### src/rtl/tapa_ctrl_pkg.sv
// ----------------------------------------------------------------------------
// tapa_ctrl_pkg
//   Shared definitions for the per-task launch controllers: the controller
//   state encoding and the default widths used by the task wrappers.
// ----------------------------------------------------------------------------
package tapa_ctrl_pkg;

   localparam int unsigned TAPA_ARG_W  = 64;
   localparam int unsigned TAPA_CNT_W  = 16;
   localparam int unsigned TAPA_PERF_W = 32;

   typedef enum logic [1:0] {
      IDLE  = 2'b00,
      START = 2'b01,
      RUN   = 2'b10,
      DONE  = 2'b11
   } tapa_state_e;

endpackage

### src/rtl/tapa_sat_counter.sv
// ----------------------------------------------------------------------------
// tapa_sat_counter
//   Up-counter that sticks at all-ones instead of wrapping. Reusable by any
//   task wrapper that reports a run-length performance figure.
//
// Ports:
//   clk_i   clock
//   rst_ni  asynchronous active-low reset, counter returns to zero
//   clr_i   synchronous clear, has priority over en_i
//   en_i    count enable
//   cnt_o   current count
// ----------------------------------------------------------------------------
module tapa_sat_counter
   import tapa_ctrl_pkg::*;
#(
   parameter int unsigned W = TAPA_PERF_W
) (
   input  logic         clk_i,
   input  logic         rst_ni,
   input  logic         clr_i,
   input  logic         en_i,
   output logic [W-1:0] cnt_o
);

   logic [W-1:0] cnt_q;
   logic [W-1:0] cnt_d;

   always_comb begin
      cnt_d = cnt_q;
      if (clr_i) begin
         cnt_d = '0;
      end else if (en_i && (cnt_q != {W{1'b1}})) begin
         cnt_d = cnt_q + W'(1);
      end
   end

   always_ff @(posedge clk_i or negedge rst_ni) begin
      if (!rst_ni) begin
         cnt_q <= '0;
      end else begin
         cnt_q <= cnt_d;
      end
   end

   assign cnt_o = cnt_q;

endmodule

### src/rtl/tapa_task_ctrl_fsm.sv
// ----------------------------------------------------------------------------
// tapa_task_ctrl_fsm
//   Per-task responder for the global launch FSM. Accepts a launch, latches
//   the task's scalar arguments and iteration count, then drives one HLS
//   child kernel through ap_start/ap_ready/ap_done ITER times. When all
//   invocations have completed it raises is_done and holds it until the
//   global FSM acknowledges with global_fsm_ap_done.
//
// Ports:
//   ap_clk, ap_rst_n      clock, asynchronous active-low reset
//   global_fsm_ap_start   launch request (level or pulse), honoured in IDLE
//   global_fsm_ap_done    global completion, releases is_done
//   arg_in, iter_count    scalar args / invocation count, sampled at launch
//   is_done               task finished (held until global_fsm_ap_done)
//   busy                  high in every state except IDLE
//   child_ap_start        child kernel start
//   child_ap_ready        child accepted start
//   child_ap_done         child invocation finished
//   child_arg             args latched at the most recent launch
//   cycle_count           START+RUN cycles of the last launch, saturating
//   proto_err             sticky child-protocol violation flag
// ----------------------------------------------------------------------------
module tapa_task_ctrl_fsm
   import tapa_ctrl_pkg::*;
#(
   parameter int unsigned ARG_W  = TAPA_ARG_W,
   parameter int unsigned CNT_W  = TAPA_CNT_W,
   parameter int unsigned PERF_W = TAPA_PERF_W
) (
   input  logic              ap_clk,
   input  logic              ap_rst_n,
   input  logic              global_fsm_ap_start,
   input  logic              global_fsm_ap_done,
   input  logic [ARG_W-1:0]  arg_in,
   input  logic [CNT_W-1:0]  iter_count,
   output logic              is_done,
   output logic              busy,
   output logic              child_ap_start,
   input  logic              child_ap_ready,
   input  logic              child_ap_done,
   output logic [ARG_W-1:0]  child_arg,
   output logic [PERF_W-1:0] cycle_count,
   output logic              proto_err
);

   tapa_state_e      state_q, state_d;
   logic [ARG_W-1:0] arg_q, arg_d;
   logic [CNT_W-1:0] iter_q, iter_d;
   logic [CNT_W-1:0] done_cnt_q, done_cnt_d;
   logic             perr_q, perr_d;
   logic             launch;
   logic [CNT_W-1:0] done_cnt_inc;

   // done_cnt never exceeds iter_q, so this increment cannot wrap.
   assign done_cnt_inc = done_cnt_q + CNT_W'(1);

   always_comb begin
      state_d    = state_q;
      arg_d      = arg_q;
      iter_d     = iter_q;
      done_cnt_d = done_cnt_q;
      perr_d     = perr_q;
      launch     = 1'b0;
      case (state_q)
         IDLE: begin
            if (global_fsm_ap_start) begin
               launch     = 1'b1;
               arg_d      = arg_in;
               iter_d     = iter_count;
               done_cnt_d = '0;
               perr_d     = 1'b0;
               // A zero-iteration launch completes without touching the child.
               state_d    = (iter_count != '0) ? START : DONE;
            end
         end
         START: begin
            if (child_ap_ready) begin
               if (child_ap_done) begin
                  // Same-cycle accept and finish: relaunch back-to-back.
                  done_cnt_d = done_cnt_inc;
                  if (done_cnt_inc == iter_q) begin
                     state_d = DONE;
                  end
               end else begin
                  state_d = RUN;
               end
            end else if (child_ap_done) begin
               // Done before the start was accepted: flag and drop it.
               perr_d = 1'b1;
            end
         end
         RUN: begin
            if (child_ap_done) begin
               done_cnt_d = done_cnt_inc;
               state_d    = (done_cnt_inc == iter_q) ? DONE : START;
            end else if (child_ap_ready) begin
               // Ready without an outstanding start.
               perr_d = 1'b1;
            end
         end
         DONE: begin
            // A simultaneous start is not taken here; a held start is
            // accepted on the following IDLE cycle.
            if (global_fsm_ap_done) begin
               state_d = IDLE;
            end
         end
         default: begin
            state_d = IDLE;
         end
      endcase
   end

   always_ff @(posedge ap_clk or negedge ap_rst_n) begin
      if (!ap_rst_n) begin
         state_q    <= IDLE;
         arg_q      <= '0;
         iter_q     <= '0;
         done_cnt_q <= '0;
         perr_q     <= 1'b0;
      end else begin
         state_q    <= state_d;
         arg_q      <= arg_d;
         iter_q     <= iter_d;
         done_cnt_q <= done_cnt_d;
         perr_q     <= perr_d;
      end
   end

   tapa_sat_counter #(
      .W (PERF_W)
   ) u_cycle_cnt (
      .clk_i  (ap_clk),
      .rst_ni (ap_rst_n),
      .clr_i  (launch),
      .en_i   ((state_q == START) || (state_q == RUN)),
      .cnt_o  (cycle_count)
   );

   // Outputs decode from registers only.
   assign child_ap_start = (state_q == START);
   assign is_done        = (state_q == DONE);
   assign busy           = (state_q != IDLE);
   assign child_arg      = arg_q;
   assign proto_err      = perr_q;

endmodule

### config.mk
export PLATFORM = sky130hd
export DESIGN_NAME = tapa_task_ctrl_fsm
export DESIGN_NICKNAME = d
export VERILOG_FILES = /design/src/rtl/tapa_ctrl_pkg.sv /design/src/rtl/tapa_sat_counter.sv /design/src/rtl/tapa_task_ctrl_fsm.sv
export SDC_FILE = /design/constraint.sdc
export NUM_CORES = 1
export LEC_CHECK = 0
export ABC_AREA = 0
export CAP_MARGIN = 20
export CELL_PAD_IN_SITES_DETAIL_PLACEMENT = 1
export CELL_PAD_IN_SITES_GLOBAL_PLACEMENT = 1
export CORE_MARGIN = 10
export CORE_UTILIZATION = 35
export DETAILED_ROUTE_END_ITERATION = 8
export PLACE_DENSITY = 0.9
export SKIP_CTS_REPAIR_TIMING = 1
export SYNTH_ARGS = -nofsm -noshare
export SYNTH_HDL_FRONTEND = slang
export SYNTH_SLANG_ARGS = --single-unit
### constraint.sdc
create_clock -name ap_clk -period 2.55 [get_ports ap_clk]
set_input_delay 0.255 -clock ap_clk [delete_from_list [all_inputs] [get_ports ap_clk]]
set_output_delay 0.255 -clock ap_clk [all_outputs]
set_load 0.05 [all_outputs]
# [Yosys cells after proc, flatten, opt, wreduce, memory -nomap -nowiden]
# Cells that the tools add are included.
[totals] ff_bits=131 in_bits=86 elab_cells=56
[classes] addsub=2 eq_ne=14 muxes=23 reduce_logical=11
[ops] op="32-bit two-way mux" count=2
[ops] op="16-bit two-way mux" count=3
[ops] op="16-bit case mux with 3 select lines" count=1
[ops] op="32-bit by 1-bit adder with 32-bit output, second input constant" count=1
[ops] op="32-bit inequality test, second input constant" count=1
[ops] op="16-bit by 1-bit adder with 16-bit output, second input constant" count=1
[ops] op="16-bit == test" count=1
[ops] op="2-bit two-way mux" count=8
[ops] op="16-bit nonzero test" count=1
[ops] op="2-bit inequality test, second input constant" count=6
[ops] op="2-bit case mux with 4 select lines" count=1
[ops] op="1-bit two-way mux" count=7
[ops] op="6-bit AND reduction" count=1
[ops] op="5-bit AND reduction" count=1
[ops] op="2-bit == test, second input constant" count=2
[ops] op="2-bit by 1-bit inequality test with 1-bit output, second input constant" count=2
[ops] op="2-bit nonzero test" count=2
[ops] op="3-bit by 2-bit inequality test with 1-bit output, second input constant" count=1
[ops] op="1-bit case mux with 3 select lines" count=1
[ops] op="3-bit AND reduction" count=1
[ops] op="3-bit nonzero test" count=1
[ops] op="2-bit by 1-bit == test with 1-bit output, second input constant" count=1
[ops] op="2-bit zero test" count=1
[ops] op="2-bit AND reduction" count=1
[ops] op="2 further kinds" count=2

# [Depth between registers and ports, before layout]
# Gate-level depths: netlist of run 1.
[logic_depth] ltp_word=6 depth_mapped=10

# [Modules after synthesis]
# From an unflattened synthesis of run 1, not the netlist that was laid out.
[unflattened] hier_cells=569 area_unflattened_um2=6552.5
[by_module_without_submodules] module="tapa_task_ctrl_fsm" n_inst=1 cells_per_inst=371 area_per_inst_um2=4698.3
[by_module_without_submodules] module="tapa_sat_counter" n_inst=1 cells_per_inst=198 area_per_inst_um2=1854.3

# [Least setup slack after synthesis of run 1]
# No wires, ideal clock.
[synth_timing] path_kind="reg-to-reg" start="register u_cycle_cnt.cnt_q[8], in the netlist u_cycle_cnt.cnt_o[8]" end="register u_cycle_cnt.cnt_q[17], in the netlist u_cycle_cnt.cnt_o[17]" setup_ns=0.132 arrival_time_ns=2.247 path_slack_ns=0.171 path_stages_with_launch=7 path_buffers=0 path_cell_list="dfrtp_1 -> nand4_1 -> or4_1 -> o31ai_4 -> nor3_1 -> xnor2_1 -> nor2_1"
[synth_between] elab_chain_cells=3 elab_cells_between_ends=6
[synth_rtl] item="start: declaration" line="tapa_sat_counter.sv:25" text="logic [W-1:0] cnt_q;"
[synth_rtl] item="start signal: assignment" line="tapa_sat_counter.sv:41" text="cnt_q <= cnt_d;"
[synth_rtl] item="32-bit by 1-bit adder with 32-bit output or 32-bit inequality test (tied branches)" line="tapa_sat_counter.sv:33, tapa_sat_counter.sv:32"
[synth_rtl] item="32-bit two-way mux or 1-bit logical AND (tied branches)" line="tapa_sat_counter.sv:32" text="end else if (en_i && (cnt_q != {W{1'b1}})) begin"
[synth_rtl] item="32-bit two-way mux or 2-bit nonzero test (tied branches)"
# Several ways; a longest one is shown, not always the timed one. The select of a mux whose other input is x is not followed.
# A chain may end at the register's enable or synchronous reset.

# [Worst setup path in the final report of run 1]
[layout_timing] start="register state_q[0]" end="register u_cycle_cnt.cnt_q[13], in the netlist u_cycle_cnt.cnt_o[13]"
[layout_between] elab_chain_cells=4 elab_cells_between_ends=8
[layout_rtl] item="start: declaration" line="tapa_task_ctrl_fsm.sv:46" text="tapa_state_e state_q, state_d;"
[layout_rtl] item="start signal: assignment" line="tapa_task_ctrl_fsm.sv:122" text="state_q <= state_d;"
[layout_rtl] item="2-bit by 1-bit == test with 1-bit output or 2-bit == test (tied branches)" line="tapa_task_ctrl_fsm.sv:136" text=".en_i ((state_q == START) || (state_q == RUN)),"
[layout_rtl] item="1-bit logical OR" line="tapa_task_ctrl_fsm.sv:136"
[layout_rtl] item="1-bit logical AND" line="tapa_sat_counter.sv:32"
[layout_rtl] item="2-bit nonzero test (no source line)"
# Several ways; a longest one is shown, not always the timed one.

==> results of run 1 <==
## layout by cell type, fill, tap and decap left out, types with 17 or more instances in the layout
cell type and count:
nor3_1 23, clkdlybuf4s50_1 183, nand2_1 270, o21ai_0 22
nor2_1 30, inv_1 17, xnor2_1 31, clkbuf_16 17
dfrtp_1 130
## registers in the layout (all words and copies together), names as in the netlist
signal and flops:
child_arg 64, u_cycle_cnt.cnt_o 32, state_q 2, iter_q 16
proto_err 1, done_cnt_q 16
## worst max-delay path, stage by stage (launching register included)
cell	delay [ns]
dfrtp_1	0.45
inv_1	0.14
ha_1	0.44
a21oi_1	0.14
nor3_2	0.31
buf_4	0.17
o31ai_4	0.08
buf_4	0.18
or3_1	0.32
a21oi_1	0.16
## area by class of cell
cell class                      count  area share [%]
Tap cell                          229           3.111
Clock inverter                     15           2.106
Clock buffer                       17           4.620
Timing Repair Buffer              204           22.09
Inverter                           17          0.6929
Sequential cell                   131           35.61
Multi-Input combinational cell    538           31.77
## power by group
part / total (µW) / internal [µW] / switching (µW)
logic: 5600 / 1840 / 3770
registers: 3310 / 2780 / 535
clock network: 2600 / 1570 / 1030
## cells by family after synthesis
group	synth area share, %
compound gates	8.514
mux	1.317
buf+inv	3.244
fa+ha+maj	1.376
flops	51.51
xor+xnor	6.272
simple gates	27.76
## worst paths after layout
path / end / slack, ns
max: u_cycle_cnt.cnt_o[13] / 0.09
min: child_arg[6] / 0.36
max reg2reg: u_cycle_cnt.cnt_o[13] / 0.09
min reg2reg: child_arg[15] / 0.47
max in group asynchronous: done_cnt_q[1] / 1.44
min in group asynchronous: child_arg[43] / 0.40
## routing by layer
metal	vias up	GRT usage [%]	wire, µm
met2	158	30.97	11220
met4	0	6.388	360
met1	2929	20.18	8748
met5	-	0	0
met3	19	8.403	1931
li1	2783	-	-
## stage by stage
step | util [%] | hold WS [ns] | setup slack, ns
2_1_floorplan | - | -0.04059 | 0.1712
3_3_place_gp | 47.55 | 0.3272 | 0.2250
3_5_place_dp | 47.55 | 0.3330 | 0.05272
4_1_cts | 51.01 | -0.1269 | 0.0008142
5_1_grt | 51.44 | 0.3567 | -0.08125
6_report | 51.44 | 0.3553 | 0.09246
==> run summary, run 1 <==
Crit path capture type -> flop
ANT nets after route -> 0
Peak supply drop -> 835.6 µV
Most common flop cell mapped by yosys -> dfrtp_1
Sequential area share after synthesis -> 51.51%
Final Hold Fails -> 0
Multi-input logic area -> 0.002925 mm²
Dpl cells -> 1115
Vias per std cell -> 5.116
GR Overflow Total -> 0
Die Footprint -> 0.02398 mm²
Worst Hold Class -> in2reg
Crit Path Max Fanout -> 7
Clk slew on worst S/H paths -> 0.07 ns
Reg2reg start -> state_q[0]
Chip Height -> 154.8 µm
DP Area -> 0.008512 mm²
Starting Density -> 35.55%
Reg area -> 0.003279 mm²
Synth top area share -> 51.51%
Clock Root Buffer -> clkbuf_16
Post-Syn Area per Cell -> 8.826 µm²
Leak -> 0.004148 µW
Vias post-DR -> 5889
Core Area -> 0.01790 mm²
Skew final -> 0.02105 ns
Post-Syn Nets -> 814
Largest net degree at the start of global routing -> 113
Tot GR Track Use -> 18.46%
Synthesis Warnings -> 0
Setup TNS -> 0 ns
Share of layout cells above drive strength 1 -> 8.460%
Startpoint types -> flop
Max-slew headroom -> 39.64%
GP Congestion -> 0.8428
DP HPWL -> 15600 µm
Path depth of the worst reg2reg path -> 9
Cell taking the most area after synthesis -> dfrtp_1
Vias in the first global route -> 6559
Filler cells -> 2057
Clk_lat worst skew -> 0.43 ns
Pwr dens -> 1251 mW/mm²
Final setup viols -> 0
Min Tclk post-route -> 2.458 ns
Distinct cells, synth -> 57
Worst endpoint required time -> 2.89 ns
# diodes -> 0
CTS tree -> yes
Setup crit start -> state_q[0]
Num ports -> 186
Hold Path Cell Cnt -> 3
Drt wl/cell -> 19.34 µm
Antenna violations before repair -> 0
Ranking of synthesized cells by area -> dfrtp_1 (52%), nand2_1 (16%), xnor2_1 (4.3%)
Port bufs -> 185
DRC Markers -> 0
Least-Margin Pin Slew -> 0.9054 ns
Synth Cell Area -> 0.006364 mm²
Total power -> 11520 µW
Max Clk Rate -> 406.9 MHz
Fin cells -> 1151
Cell count after synthesis -> 721
Nets -> 1002
Clock sink total -> 131
# H-tree levels -> 4
1st-iter DRT viols -> 339
Yosys reg bits -> 131
Critical Path AT -> 2.80 ns
Final worst path period share -> 96.37%
Finished Cell Area -> 0.009209 mm²
First-pass GRT wire length -> 36050 µm
Synth top cells by count -> nand2_1 (271), dfrtp_1 (131), xnor2_1 (31)
Max Cap Viol -> 0
TritonCTS Buffers -> 17
Post-synth EDFFs -> 0
Pre-antenna DRT Iters -> 4
DRT Wirelength -> 22260 µm
Hold path startpoint -> arg_in[6]
Most frequent cell after synthesis -> nand2_1
Die width -> 154.8 µm
Setup CP Type -> reg2reg
Clock Path Buffers -> 2
Async SR Flop Fraction -> 100.0%
Status -> finished clean
Slew Viols, Final -> 0
Syn-to-layout area delta -> 44.71%
FP Rows -> 49
No activity file was read; power rests on OpenSTA's default activity.
==> run 2: changes to the inputs <==
--- a/config.mk
+++ b/config.mk
@@ -6,7 +6,6 @@
 export NUM_CORES = 1
 export LEC_CHECK = 0
 export ABC_AREA = 0
-export CAP_MARGIN = 20
 export CELL_PAD_IN_SITES_DETAIL_PLACEMENT = 1
 export CELL_PAD_IN_SITES_GLOBAL_PLACEMENT = 1
 export CORE_MARGIN = 10
==> results of run 2 <==
Final layout, timing and power as in run 1 (identical DEF).
